--- config.mk ---
export PLATFORM = sky130hd
export DESIGN_NAME = uart_rx
export DESIGN_NICKNAME = d
export VERILOG_FILES = /design/src/rtl/uart_rx.sv
export SDC_FILE = /design/constraint.sdc
export NUM_CORES = 1
export LEC_CHECK = 0
export ABC_AREA = 1
export ABC_CLOCK_PERIOD_IN_PS = 4140
export BUFFER_PORTS_ARGS = -buffer_cell sky130_fd_sc_hd__buf_2
export CORE_MARGIN = 2
export CORE_UTILIZATION = 49
export CTS_CLUSTER_SIZE = 30
export DETAILED_ROUTE_END_ITERATION = 12
export PLACE_DENSITY = 0.67
export SETUP_SLACK_MARGIN = 0.05
export SLEW_MARGIN = 20
export SYNTH_ARGS = -nofsm -noshare
export SYNTH_HDL_FRONTEND = slang
export SYNTH_SLANG_ARGS = --single-unit
--- constraint.sdc ---
create_clock -name clk -period 4.14 [get_ports clk]
set_input_delay 0.414 -clock clk [delete_from_list [all_inputs] [get_ports clk]]
set_output_delay 0.414 -clock clk [all_outputs]
set_load 0.01 [all_outputs]
--- src/rtl/uart_rx.sv ---
// uart_rx: 8N1 UART receiver with 2-flop synchronizer, start-bit glitch reject and framing check.
// Defining UART_RX_PARITY_EN adds one even-parity bit between the data bits and the stop bit.
module uart_rx #(
    parameter int CLK_PER_BIT = 1250
) (
    input  logic       clk,
    input  logic       rst_n,
    input  logic       rx,
    output logic [7:0] rx_data,
    output logic       rx_valid,
    output logic       rx_frame_err,
    output logic       rx_parity_err,
    output logic       rx_busy
);
    localparam logic [15:0] BIT_END  = 16'(CLK_PER_BIT - 1);
    localparam logic [15:0] HALF_END = 16'(CLK_PER_BIT / 2 - 1);

`ifdef UART_RX_PARITY_EN
    typedef enum logic [2:0] {IDLE, START, DATA, PARITY, STOP, WAIT_IDLE} state_t;
`else
    typedef enum logic [2:0] {IDLE, START, DATA, STOP, WAIT_IDLE} state_t;
`endif

    state_t      state;
    logic        sync1;
    logic        rx_s;
    logic [15:0] cnt;
    logic [2:0]  bit_cnt;
    logic [7:0]  shift;
    logic        tick;

    assign tick    = (cnt == BIT_END);
    assign rx_busy = (state != IDLE);

    always_ff @(posedge clk) begin
        if (!rst_n) begin
            sync1 <= 1'b1;
            rx_s  <= 1'b1;
        end else begin
            sync1 <= rx;
            rx_s  <= sync1;
        end
    end

`ifdef UART_RX_PARITY_EN
    logic par_bad;

    always_ff @(posedge clk) begin
        if (!rst_n) begin
            state         <= IDLE;
            cnt           <= '0;
            bit_cnt       <= '0;
            shift         <= '0;
            par_bad       <= 1'b0;
            rx_data       <= '0;
            rx_valid      <= 1'b0;
            rx_frame_err  <= 1'b0;
            rx_parity_err <= 1'b0;
        end else begin
            rx_valid      <= 1'b0;
            rx_frame_err  <= 1'b0;
            rx_parity_err <= 1'b0;
            case (state)
                IDLE: begin
                    cnt     <= '0;
                    bit_cnt <= '0;
                    if (!rx_s) state <= START;
                end
                START: begin
                    if (cnt == HALF_END) begin
                        cnt   <= '0;
                        state <= rx_s ? IDLE : DATA;
                    end else cnt <= cnt + 16'd1;
                end
                DATA: begin
                    if (tick) begin
                        cnt     <= '0;
                        shift   <= {rx_s, shift[7:1]};
                        bit_cnt <= bit_cnt + 3'd1;
                        if (bit_cnt == 3'd7) state <= PARITY;
                    end else cnt <= cnt + 16'd1;
                end
                PARITY: begin
                    if (tick) begin
                        cnt     <= '0;
                        par_bad <= rx_s ^ (^shift);
                        state   <= STOP;
                    end else cnt <= cnt + 16'd1;
                end
                STOP: begin
                    if (tick) begin
                        cnt <= '0;
                        if (!rx_s) begin
                            rx_frame_err <= 1'b1;
                            state        <= WAIT_IDLE;
                        end else if (par_bad) begin
                            rx_parity_err <= 1'b1;
                            state         <= IDLE;
                        end else begin
                            rx_data  <= shift;
                            rx_valid <= 1'b1;
                            state    <= IDLE;
                        end
                    end else cnt <= cnt + 16'd1;
                end
                WAIT_IDLE: begin
                    cnt <= '0;
                    if (rx_s) state <= IDLE;
                end
                default: state <= IDLE;
            endcase
        end
    end
`else
    assign rx_parity_err = 1'b0;

    always_ff @(posedge clk) begin
        if (!rst_n) begin
            state        <= IDLE;
            cnt          <= '0;
            bit_cnt      <= '0;
            shift        <= '0;
            rx_data      <= '0;
            rx_valid     <= 1'b0;
            rx_frame_err <= 1'b0;
        end else begin
            rx_valid     <= 1'b0;
            rx_frame_err <= 1'b0;
            case (state)
                IDLE: begin
                    cnt     <= '0;
                    bit_cnt <= '0;
                    if (!rx_s) state <= START;
                end
                START: begin
                    if (cnt == HALF_END) begin
                        cnt   <= '0;
                        state <= rx_s ? IDLE : DATA;
                    end else cnt <= cnt + 16'd1;
                end
                DATA: begin
                    if (tick) begin
                        cnt     <= '0;
                        shift   <= {rx_s, shift[7:1]};
                        bit_cnt <= bit_cnt + 3'd1;
                        if (bit_cnt == 3'd7) state <= STOP;
                    end else cnt <= cnt + 16'd1;
                end
                STOP: begin
                    if (tick) begin
                        cnt <= '0;
                        if (!rx_s) begin
                            rx_frame_err <= 1'b1;
                            state        <= WAIT_IDLE;
                        end else begin
                            rx_data  <= shift;
                            rx_valid <= 1'b1;
                            state    <= IDLE;
                        end
                    end else cnt <= cnt + 16'd1;
                end
                WAIT_IDLE: begin
                    cnt <= '0;
                    if (rx_s) state <= IDLE;
                end
                default: state <= IDLE;
            endcase
        end
    end
`endif
endmodule

Yosys cells after proc, flatten, opt, wreduce, memory -nomap -nowiden
Cells that the tools add are included.
{"block": "word_totals", "regBits": 42, "inputBits": 3, "output_inout_bits": 12, "word_cells": 51}
{"block": "classes", "add_sub_neg": 2, "eq_ne": 13, "muxes": 16, "reduce_logical": 11}
{"operator": "one-hot mux 16 bit (3 select lines)", "n": 1}
{"operator": "2-to-1 mux 16 bit", "n": 2}
{"operator": "2-to-1 mux 3 bit", "n": 8}
{"operator": "adder 16 x 1 -> 16 bit, second input constant", "n": 1}
{"operator": "equality test 16 x 10 -> 1 bit, second input constant", "n": 1}
{"operator": "equality test 16 x 11 -> 1 bit, second input constant", "n": 1}
{"operator": "one-hot mux 3 bit (5 select lines)", "n": 1}
{"operator": "!= test 2 bit, second input constant", "n": 6}
{"operator": "equality test 3 x 2 -> 1 bit, second input constant", "n": 2}
{"operator": "equality test 3 bit, second input constant", "n": 2}
{"operator": "one-hot mux 3 bit (2 select lines)", "n": 1}
{"operator": "AND reduction 3 bit", "n": 2}
{"operator": "AND reduction 6 bit", "n": 1}
{"operator": "nonzero test 3 bit", "n": 2}
{"operator": "AND reduction 2 bit", "n": 2}
{"operator": "OR reduction 2 bit", "n": 2}
{"operator": "adder 3 x 1 -> 3 bit, second input constant", "n": 1}
{"operator": "equality test 3 x 1 -> 1 bit, second input constant", "n": 1}
{"operator": "zero test 3 bit", "n": 1}
{"operator": "2-to-1 mux 1 bit", "n": 2}
{"operator": "2-to-1 mux 2 bit", "n": 1}
{"operator": "nonzero test 2 bit", "n": 1}

Longest topological paths before layout
Gate-level depths: netlist (run 1).
{"block": "logic_depth", "depth_word": 4, "depth_mapped": 10, "mapped_depth_nobuf": 10}

Worst setup path before layout (run 1)
No wires, ideal clock.
{"block": "synth_path", "path_kind": "register -> register", "startpoint": "reg cnt[1]", "endpoint": "reg cnt[11]", "setup_time_ps": 114, "t_arrival_ps": 1260, "required_time_ps": 4026, "setup_slack_ps": 2766, "path_stages_with_launch": 11, "path_buffers": 1, "synth_period_minus_slack_ps": 1374, "path_cell_list": "dfxtp_1 inv_1 ha_1 nand3_1 nor2_1 nand2_2 nand2_1 nand3_2 nand2_4 buf_6 nor2_1"}
{"block": "synth_between", "elab_chain_cells": 3, "word_cells_on_any_way": 6, "classes_between": "add/sub: 1; eq/ne: 2; mux: 3"}
{"element": "start, declared", "line_no": "27", "source": "logic [15:0] cnt;"}
{"element": "start signal, assigned", "line_no": "139", "source": "end else cnt <= cnt + 16'd1;"}
{"element": "start signal, assigned", "line_no": "147", "source": "end else cnt <= cnt + 16'd1;"}
{"element": "start signal, assigned", "line_no": "160", "source": "end else cnt <= cnt + 16'd1;"}
{"element": "adder 16 x 1 -> 16 bit, or another cell as far along", "line_no": "139, 147, 160"}
{"element": "2-to-1 mux 16 bit, on equally long branches", "line_no": "142, 150, 136"}
{"element": "one-hot mux 16 bit (3 select lines) *", "line_no": "129", "source": "case (state)"}
Mark *: on every way between the ends. The rest lies on a longest branch, timed or not.
A chain may end at the register's enable or synchronous reset.

Worst setup path after layout (run 1)
{"block": "layout_path", "startpoint": "reg cnt[0]", "endpoint": "reg bit_cnt[2]"}
{"block": "layout_between", "elab_chain_cells": 3}
{"element": "equality test 16 x 11 -> 1 bit", "line_no": "32", "source": "assign tick = (cnt == BIT_END);"}
{"element": "!= test 2 bit (no source line)"}
{"element": "AND reduction 2 bit (no source line)"}
{"element": "end signal, assigned", "line_no": "145", "source": "bit_cnt <= bit_cnt + 3'd1;"}
{"element": "end, declared", "line_no": "28", "source": "logic [2:0] bit_cnt;"}
Every way passes these cells.

==> flow_summary.yaml, run 1 <==
run_status:
  status: "finished, final reports clean"
setup_path:
  worstPathArrival_ps: 1830
  path_buf_inv: 0
  cp-start-kind: "flip-flop"
  critPathMaxStageDelay_ps: 410
  end_kind: "flip-flop"
  path_cells: "ha_1, nand3_1, nor2_1, nand3b_1, nand3_1, a21oi_1"
  required_ps: 4320
  r2r_slack_ps: 2500
  critPathMaxFanout: 11
  crit_slowest_cell: "dfxtp_1"
  path_delay_family: "simple AND/OR/NAND/NOR gates"
  cp_common_cell: "nand3_1"
  critPathKind: "reg2reg"
timing:
  setup_violations: 0
  post-route-period-util_pct: 39.7
  fin_crit_ps: 1640
  hold_viol_final: 0
  drv_slew: 0
  grt_setup_unrepaired: "false"
  fin_skew_ps: 6.53
  max_freq_ghz: 0.608
  worst_slack_ps: 2500
  tns_ps: 0
cts:
  cts_root_buffer: "clkbuf_8"
  numCtsBuffers: 5
  htree_levels: 2
  cts_hold_buf: 0
  clkSinkCount: 42
  path_clk_slew_ps: 80
  post_cts_buffers: 0
  clk_path_buf_depth: 2
  cts_resized: 0
  tritoncts: "built"
  insertion_delay_ps: 290
detailed_routing:
  drc: 0
  wire_per_inst_um: 11.2
  dr.first_iter.drc_count: 79
  first_pass_iters: 4
  vias_per_cell: 4.89
  drtAntennaViolNets: 0
  vias: 1661
  drt-total-wl_um: 3800
global_routing:
  grt_usage_pct: 17.9
  antenna_found_initial: 0
  grt_max_degree: 26
  grt_pass1_vias: 1501
  grt_pass1_wl_um: 6330
  grt_overflow: 0
synth:
  yosys_warnings: 0
  ys.flop_type: "dfxtp_1"
  ys_async_sr_fraction_pct: 0
  syn-cell-area_sq_um: 2010
  synth.distinct_cells: 31
  synth_fp_nets: 283
  synth_edf_count: 0
  syn_inst: 275
  avgSynthCellArea_sq_um: 7.30
  ys_seq_area_share_pct: 41.9
  ys_seq_elements: 42
placed_design:
  dp_slack_ps: 2510
  gp_congestion: 0.756
  placed_area_sq_um: 2090
  hpwl_um: 2760
  place_inst: 332
  numPortBuffers: 13
layout:
  nFillCells: 376
  area_growth_pct: 8.60
  fin_nets: 297
  final_layout_size_suffix_gt1_share_pct: 14.1
  final_core_util_pct: 54.9
  design_area_sq_um: 2180
  diodes: 0
  fin_cells: 340
floorplan:
  die_h_um: 68
  io_pins: 15
  die_area_sq_um: 4620
  fp-row-count: 23
  coreArea_sq_um: 3970
  die_w_um: 68
  start_util_pct: 50.5
pwr:
  p_leak_nw: 0.998
  power_density_nw_per_um2: 408
  peakVddDrop_mv: 0.352
flow_run:
  max-cap-violations: 0
worst_hold_path:
  hp-class: "in2reg"
==> sequential cells by signal, summed over array words and instances (netlist names) <==
register,cells
rx_frame_err,1
state,3
cnt,16
rx_s,1
rx_valid,1
rx_data,8
bit_cnt,3
shift,8
sync1,1
==> worst paths after layout <==
| check | from | end | cells past startpoint |
|---|---|---|---|
| hold reg to reg | sync1$_SDFF_PN1_ | rx_s$_SDFF_PN1_ | 1 |
| setup / recovery | cnt[0]$_SDFFE_PN0P_ | bit_cnt[2]$_SDFFE_PN0P_ | 6 |
| setup reg to reg | cnt[0]$_SDFFE_PN0P_ | bit_cnt[2]$_SDFFE_PN0P_ | 6 |
| hold / removal | rx | sync1$_SDFF_PN1_ | 2 |
==> metrics by stage <==
step           power, mW  hold slack [ps]
6_report           0.889              306
3_5_place_dp       0.637              402
3_3_place_gp       0.634              398
4_1_cts            0.900              299
5_1_grt            0.935              306
2_1_floorplan      0.603              393
==> report_power, final <==
group / switching [mW] / internal (mW)
clock network: 0.145 / 0.118
logic: 0.123 / 0.0598
registers: 0.0252 / 0.418
total: 0.293 / 0.596
==> cell families (layout without fill, tap and decap cells) <==
kind of cell               after synthesis  in the layout  share of synthesized area (%)
AOI/OAI and AO/OA                       30             30                           8.17
xor gates and xnor gates                 8              8                           3.49
adders and majority gates                5              5                           3.12
buffers and inverters                   33             48                           7.29
DFF                                     42             42                           41.9
other                                    1              1                          0.187
and+or+nand+nor                        156            156                           35.8
==> final cells by class <==
cell class | instances | area [sq um] | area share, %
multi-input combinational | 200 | 1020 | 46.8
sequential | 42 | 841 | 38.6
inverter | 27 | 101 | 4.65
clock buffer | 5 | 68.8 | 3.16
timing repair buffer | 13 | 65.1 | 2.99
tap | 50 | 62.6 | 2.87
clock inverter | 3 | 21.3 | 0.976
==> synthesized netlist by cell type, types with 2 or more instances <==
cell,n,area share (%)
nor2_1,71,13
nand2_1,46,8.6
dfxtp_1,42,42
inv_1,25,4.7
o21ai_0,19,4.7
nand3_1,16,4.0
xor2_1,7,3.1
a21oi_1,5,1.2
ha_1,5,3.1
nor2_4,5,2.8
nand3_2,3,1.5
o21ai_1,3,0.75
buf_4,2,0.75
buf_6,2,1.1
clkbuf_1,2,0.37
inv_2,2,0.37
nand2_2,2,0.62
nor2_2,2,0.62
nor3_1,2,0.50
nor4_1,2,0.62
or2_2,2,0.62
==> per-layer routing <==
layer | global-route usage, % | up-vias | part of all wire, %
li1 | - | 891 | -
met2 | 31.9 | 21 | 48
met3 | 3.95 | 6 | 3.1
met4 | 5.25 | 0 | 1.2
met1 | 21.5 | 743 | 48
met5 | 0 | - | 0
==> cell usage in the layout (no fill, tap or decap), drive strengths merged, types with 2 or more instances in the layout <==
cell	Yosys	routed
buf	4	13
ha	5	5
or2	2	2
nand3	19	19
nor3	3	3
nor4	2	2
a21oi	5	5
o21ai	23	23
inv	27	27
dfxtp	42	42
nand4	2	2
nand2	49	49
nor2	78	78
clkbuf	2	5
xor2	7	7
clkinv	0	2
(Power assumes the default switching activity.)
==> run 2, diff against run 1 <==
- ABC_CLOCK_PERIOD_IN_PS: 4140 -> 1700
- clock period: 4.14 -> 1.7 ns (I/O delays scaled with it)
==> run 2 against run 1 <==
  * Sequential power grew 140%
  * Power rose to 2.7 times the previous value
  * Clock-buffer cell count unchanged
  * Combinational power grew to 2.9 times the previous value
  * Largest cell class unchanged
==> flow_summary.yaml, run 2 (synthesis results as in run 1) <==
detailed_routing:
  dr.first_iter.drc_count: 96
  first_pass_iters: 4
  drt-total-wl_um: 4000
  drc: 0
  wire_per_inst_um: 11.6
  drtAntennaViolNets: 0
  vias: 1687
  vias_per_cell: 4.88
cts:
  insertion_delay_ps: 300
  clkSinkCount: 42
  htree_levels: 2
  numCtsBuffers: 5
  tritoncts: "built"
  path_clk_slew_ps: 80
  cts_root_buffer: "clkbuf_8"
  cts_hold_buf: 0
  clk_path_buf_depth: 2
floorplan:
  start_util_pct: 50.5
  die_area_sq_um: 4620
  die_w_um: 68
  coreArea_sq_um: 3970
  fp-row-count: 23
  io_pins: 15
  die_h_um: 68
timing:
  post-route-period-util_pct: 90.2
  grt_setup_unrepaired: "true"
  tns_ps: 0
  fin_skew_ps: 8.19
  drv_slew: 0
  setup_violations: 0
  max_freq_ghz: 0.652
  hold_viol_final: 0
  fin_crit_ps: 1530
run_status:
  status: "finished, final reports clean"
setup_path:
  required_ps: 1900
  path_delay_family: "simple AND/OR/NAND/NOR gates"
  critPathMaxFanout: 7
  crit_slowest_cell: "dfxtp_1"
  path_cells: "inv_2, ha_1, nand3_2, nor2_2, nand2_2, nand2_1, nand3_4, nand2_4, nor2_1"
  end_kind: "flip-flop"
  path_buf_inv: 1
  critPathMaxStageDelay_ps: 340
  cp-start-kind: "flip-flop"
  critPathKind: "reg2reg"
  worstPathArrival_ps: 1730
pwr:
  power_mw: 2.38
  peakVddDrop_mv: 0.615
  power_density_nw_per_um2: 1040
  p_leak_nw: 1.04
layout:
  largestRegisters: "cnt: 16 flops, rx_data: 8 flops, shift: 8 flops"
  regMostFlops: "cnt"
  area_growth_pct: 14.5
  final_cell_mix: "nor2_1, nand2_1, dfxtp_1"
  nFillCells: 384
  largest_reg_flops: 16
  design_area_sq_um: 2300
  final_common_cell: "nor2_1"
  diodes: 0
  final_layout_size_suffix_gt1_share_pct: 18.6
  fin_nets: 303
global_routing:
  grt_pass1_wl_um: 6630
  grt_usage_pct: 19.1
  antenna_found_initial: 0
  grt_max_degree: 15
  grt_pass1_vias: 1560
  grt_overflow: 0
worst_hold_path:
  hp-class: "in2reg"
placed_design:
  numPortBuffers: 13
  gp_congestion: 0.779
  placed_area_sq_um: 2110
  hpwl_um: 2740
flow_run:
  max-cap-violations: 0
## run 2: changes by cell type in the layout (fill, tap and decap cells not counted), sizes merged
| cell | before | now |
|---|---|---|
| buf | 13 | 18 |
| bufinv | 0 | 1 |
| clkinvlp | 1 | 0 |
| nand2 | 49 | 50 |
## run 2: worst register-to-register path: stages (launching register included)
cell,delay (ps)
dfxtp_1,340
inv_2,70
ha_1,160
nand3_2,120
nor2_2,120
nand2_2,110
nand2_1,160
nand3_4,140
nand2_4,140
nor2_1,60
## run 2: through the flow
stage          worst slack (ps)  util, %  hold slack (ps)  cells
6_report                    167     57.9             56.0    346
5_1_grt                    37.2     57.9             40.4    346
4_1_cts                     136     55.9             51.0    343
3_5_place_dp                155     53.2              361    335
3_3_place_gp                209     53.2              358    335
2_1_floorplan               326        -              277    275
## run 2: what timing repair did
item                                    4_1_cts  5_1_grt
gates resized for setup                       0       19
endpoints found under the setup margin        0       34
setup buffers                                 0        2
## run 2: final timing paths
kind	start	endpoint	slack, ps	cells after the start
worst max register to register	cnt[1]$_SDFFE_PN0P_	cnt[15]$_SDFFE_PN0P_	170	9
worst min-delay path	rx	sync1$_SDFF_PN1_	60	2
worst max-delay path	cnt[1]$_SDFFE_PN0P_	cnt[15]$_SDFFE_PN0P_	170	9
worst min register to register	sync1$_SDFF_PN1_	rx_s$_SDFF_PN1_	420	1
## run 2: report_power, final
part	switching (mW)	leakage, nW	internal (mW)	total [mW]
Clock	0.348	0.0579	0.432	0.781
Combinational	0.348	0.643	0.174	0.522
Sequential	0.0624	0.340	1.02	1.08
Total	0.758	1.04	1.63	2.38
## run 2: per-layer routing
layer	GRT usage, %	vias up	wire length (um)
li1	-	908	-
met1	24.2	738	1950
met2	30.2	34	1820
met3	6.41	7	156
met4	6.75	0	71
met5	0	-	0
## run 2: final cells by class
cell class                 count  area (sq um)  share of cell area, %
tap                           50          62.6                   2.72
clock inverter                 3          40.0                   1.74
multi-input combinational    201          1080                   46.9
inverter                      27           101                   4.41
clock buffer                   5          68.8                   2.99
sequential                    42           842                   36.6
timing repair buffer          18           106                   4.63
==> run 3, diff against run 2 <==
- ABC_AREA: 1 -> unset
==> run 3 against run 2 <==
  * Final cell count decreased by 16%
  * Clock skew increased by 1.0 ps
  * Utilization increased by 6.0 points
  * Fmax decreased by 7.1%
  * Power decreased by 15%
  * Clock-buffer cell count increased by 1
  * Critical path depth decreased by 3
  * Register-to-register slack got worse by 120 ps
  * Global-route usage decreased by 1.1 points
  * Die area decreased by 2.8%
  * Non-clock buffer count increased by 15
  * Routed wire length decreased by 5.9%
  * Largest power group unchanged
==> flow_summary.yaml, run 3 <==
synth:
  synth_edf_count: 0
  synth_fp_nets: 219
  synth_common_cells: "dfxtp_1, nor2_1, nand2_1, a21oi_1, nand3_1"
  syn_inst: 211
  muxShareOfSynthArea_pct: 6.17
  synth_top_area_share_pct: 43.2
  synth_largest_area_cell: "dfxtp_1"
  synth_top_family_by_area: "simple AND/OR/NAND/NOR gates"
  yosys.area_share.simple_pct: 29.4
  ys_seq_elements: 42
  synth_xor_area_share_pct: 6.30
  synth.most_common_cell: "dfxtp_1"
  ys_seq_area_share_pct: 43.2
  ys.flop_type: "dfxtp_1"
  synth.distinct_cells: 43
  avgSynthCellArea_sq_um: 9.23
  ys_async_sr_fraction_pct: 0
  synth_compound_area_share_pct: 7.52
  synth_fa_ha_area_share_pct: 3.21
  syn-cell-area_sq_um: 1950
  synth_area_leaders: "dfxtp_1, mux2i_1, nor2_1"
  yosys_warnings: 0
layout:
  final_cell_mix: "dfxtp_1, nand2_1, nor2_1"
  final_common_cell: "dfxtp_1"
  final_layout_size_suffix_gt1_share_pct: 30.9
  diodes: 0
  regMostFlops: "cnt"
  largest_reg_flops: 16
  largestRegisters: "cnt: 16 flops, rx_data: 8 flops, shift: 8 flops"
  area_growth_pct: 22.9
  fin_nets: 250
  design_area_sq_um: 2390
floorplan:
  start_util_pct: 52.0
  die_h_um: 67.0
  die_area_sq_um: 4490
  coreArea_sq_um: 3740
  io_pins: 15
  die_w_um: 67.0
  fp-row-count: 22
global_routing:
  grt_overflow: 0
  grt_pass1_vias: 1343
  grt_max_degree: 23
  antenna_found_initial: 0
  grt_pass1_wl_um: 6040
  grt_usage_pct: 18.0
cts:
  cts_root_buffer: "clkbuf_8"
  htree_levels: 2
  clkSinkCount: 42
  tritoncts: "built"
  insertion_delay_ps: 300
  clk_path_buf_depth: 2
  path_clk_slew_ps: 80
  numCtsBuffers: 5
  cts_hold_buf: 0
detailed_routing:
  drc: 0
  drt-total-wl_um: 3760
  wire_per_inst_um: 12.9
  dr.first_iter.drc_count: 89
  first_pass_iters: 4
  vias_per_cell: 5.21
  vias: 1516
  drtAntennaViolNets: 0
timing:
  grt_setup_unrepaired: "true"
  fin_skew_ps: 9.20
  max_freq_ghz: 0.606
  hold_viol_final: 0
  drv_slew: 0
  tns_ps: 0
  fin_crit_ps: 1650
  post-route-period-util_pct: 97.0
  setup_violations: 0
placed_design:
  hpwl_um: 2540
  placed_area_sq_um: 2140
  numPortBuffers: 13
  gp_congestion: 0.806
flow_run:
  max-cap-violations: 0
pwr:
  power_mw: 2.04
  peakVddDrop_mv: 0.366
  p_leak_nw: 0.849
  power_density_nw_per_um2: 852
setup_path:
  critPathMaxFanout: 13
  required_ps: 1900
  cp-start-kind: "flip-flop"
  worstPathArrival_ps: 1850
  critPathKind: "reg2reg"
  end_kind: "flip-flop"
worst_hold_path:
  hp-class: "in2reg"
run_status:
  status: "finished, final reports clean"
==> run 3: layout make-up <==
cell class / count / area (sq um)
Clock buffer: 6 / 82.6
Clock inverter: 2 / 12.5
Fill cell: 333 / 1350
Inverter: 3 / 11.3
Multi-Input combinational cell: 157 / 1130
Sequential cell: 42 / 850
Tap cell: 48 / 60.1
Timing Repair Buffer: 33 / 244
==> run 3: final timing paths <==
kind                                            end  cells past startpoint           startpoint  slack [ps]
worst max-delay path            cnt[3]$_SDFFE_PN0P_                      6  cnt[8]$_SDFFE_PN0P_          50
worst min register to register      rx_s$_SDFF_PN1_                      1     sync1$_SDFF_PN1_         410
worst min-delay path               sync1$_SDFF_PN1_                      2                   rx          50
worst max register to register  cnt[3]$_SDFFE_PN0P_                      6  cnt[8]$_SDFFE_PN0P_          50
==> run 3: cell families (layout without fill, tap and decap cells) <==
kind of cell               after synthesis  in the layout
buffers and inverters                   12             44
AOI/OAI and AO/OA                       24             24
and+or+nand+nor                        101            101
other                                    1              1
muxes                                   12             12
DFF                                     42             42
xor gates and xnor gates                14             14
adders and majority gates                5              5
==> run 3: routing by layer <==
layer	global-route usage (%)	up-vias	wire, um
li1	-	780	-
met1	22.2	709	1840
met2	28.8	21	1730
met3	5.07	6	123
met4	8.42	0	73
met5	0	-	0
==> run 3: power breakdown <==
| part | switching (mW) | total [mW] | internal [mW] |
|---|---|---|---|
| Sequential | 0.0149 | 1.02 | 1.00 |
| Combinational | 0.185 | 0.344 | 0.159 |
| Clock | 0.350 | 0.677 | 0.326 |
==> run 3: what timing repair did <==
item | in CTS | in global routing
pin swaps | 2 | 8
setup endpoints to repair | 15 | 37
buffers inserted | 2 | 2
gates resized for setup | 1 | 30
==> run 3: per-stage QoR <==
stage	std cells	setup slack [ps]	hold slack (ps)	utilization, %
floorplan	211	83.7	243	-
global placement	279	34.8	356	57.1
detailed placement	279	37.9	358	57.1
CTS	289	52.5	44.1	60.2
global route	291	-14.0	52.7	63.9
finish	291	50.2	54.6	63.9
==> run 3: critical path: stages, from the launching register on <==
cell     delay, ps
dfxtp_1        340
nor4_4         410
and4_4         330
o21ai_4         70
o21ai_2        160
buf_12         180
nor2_1          50
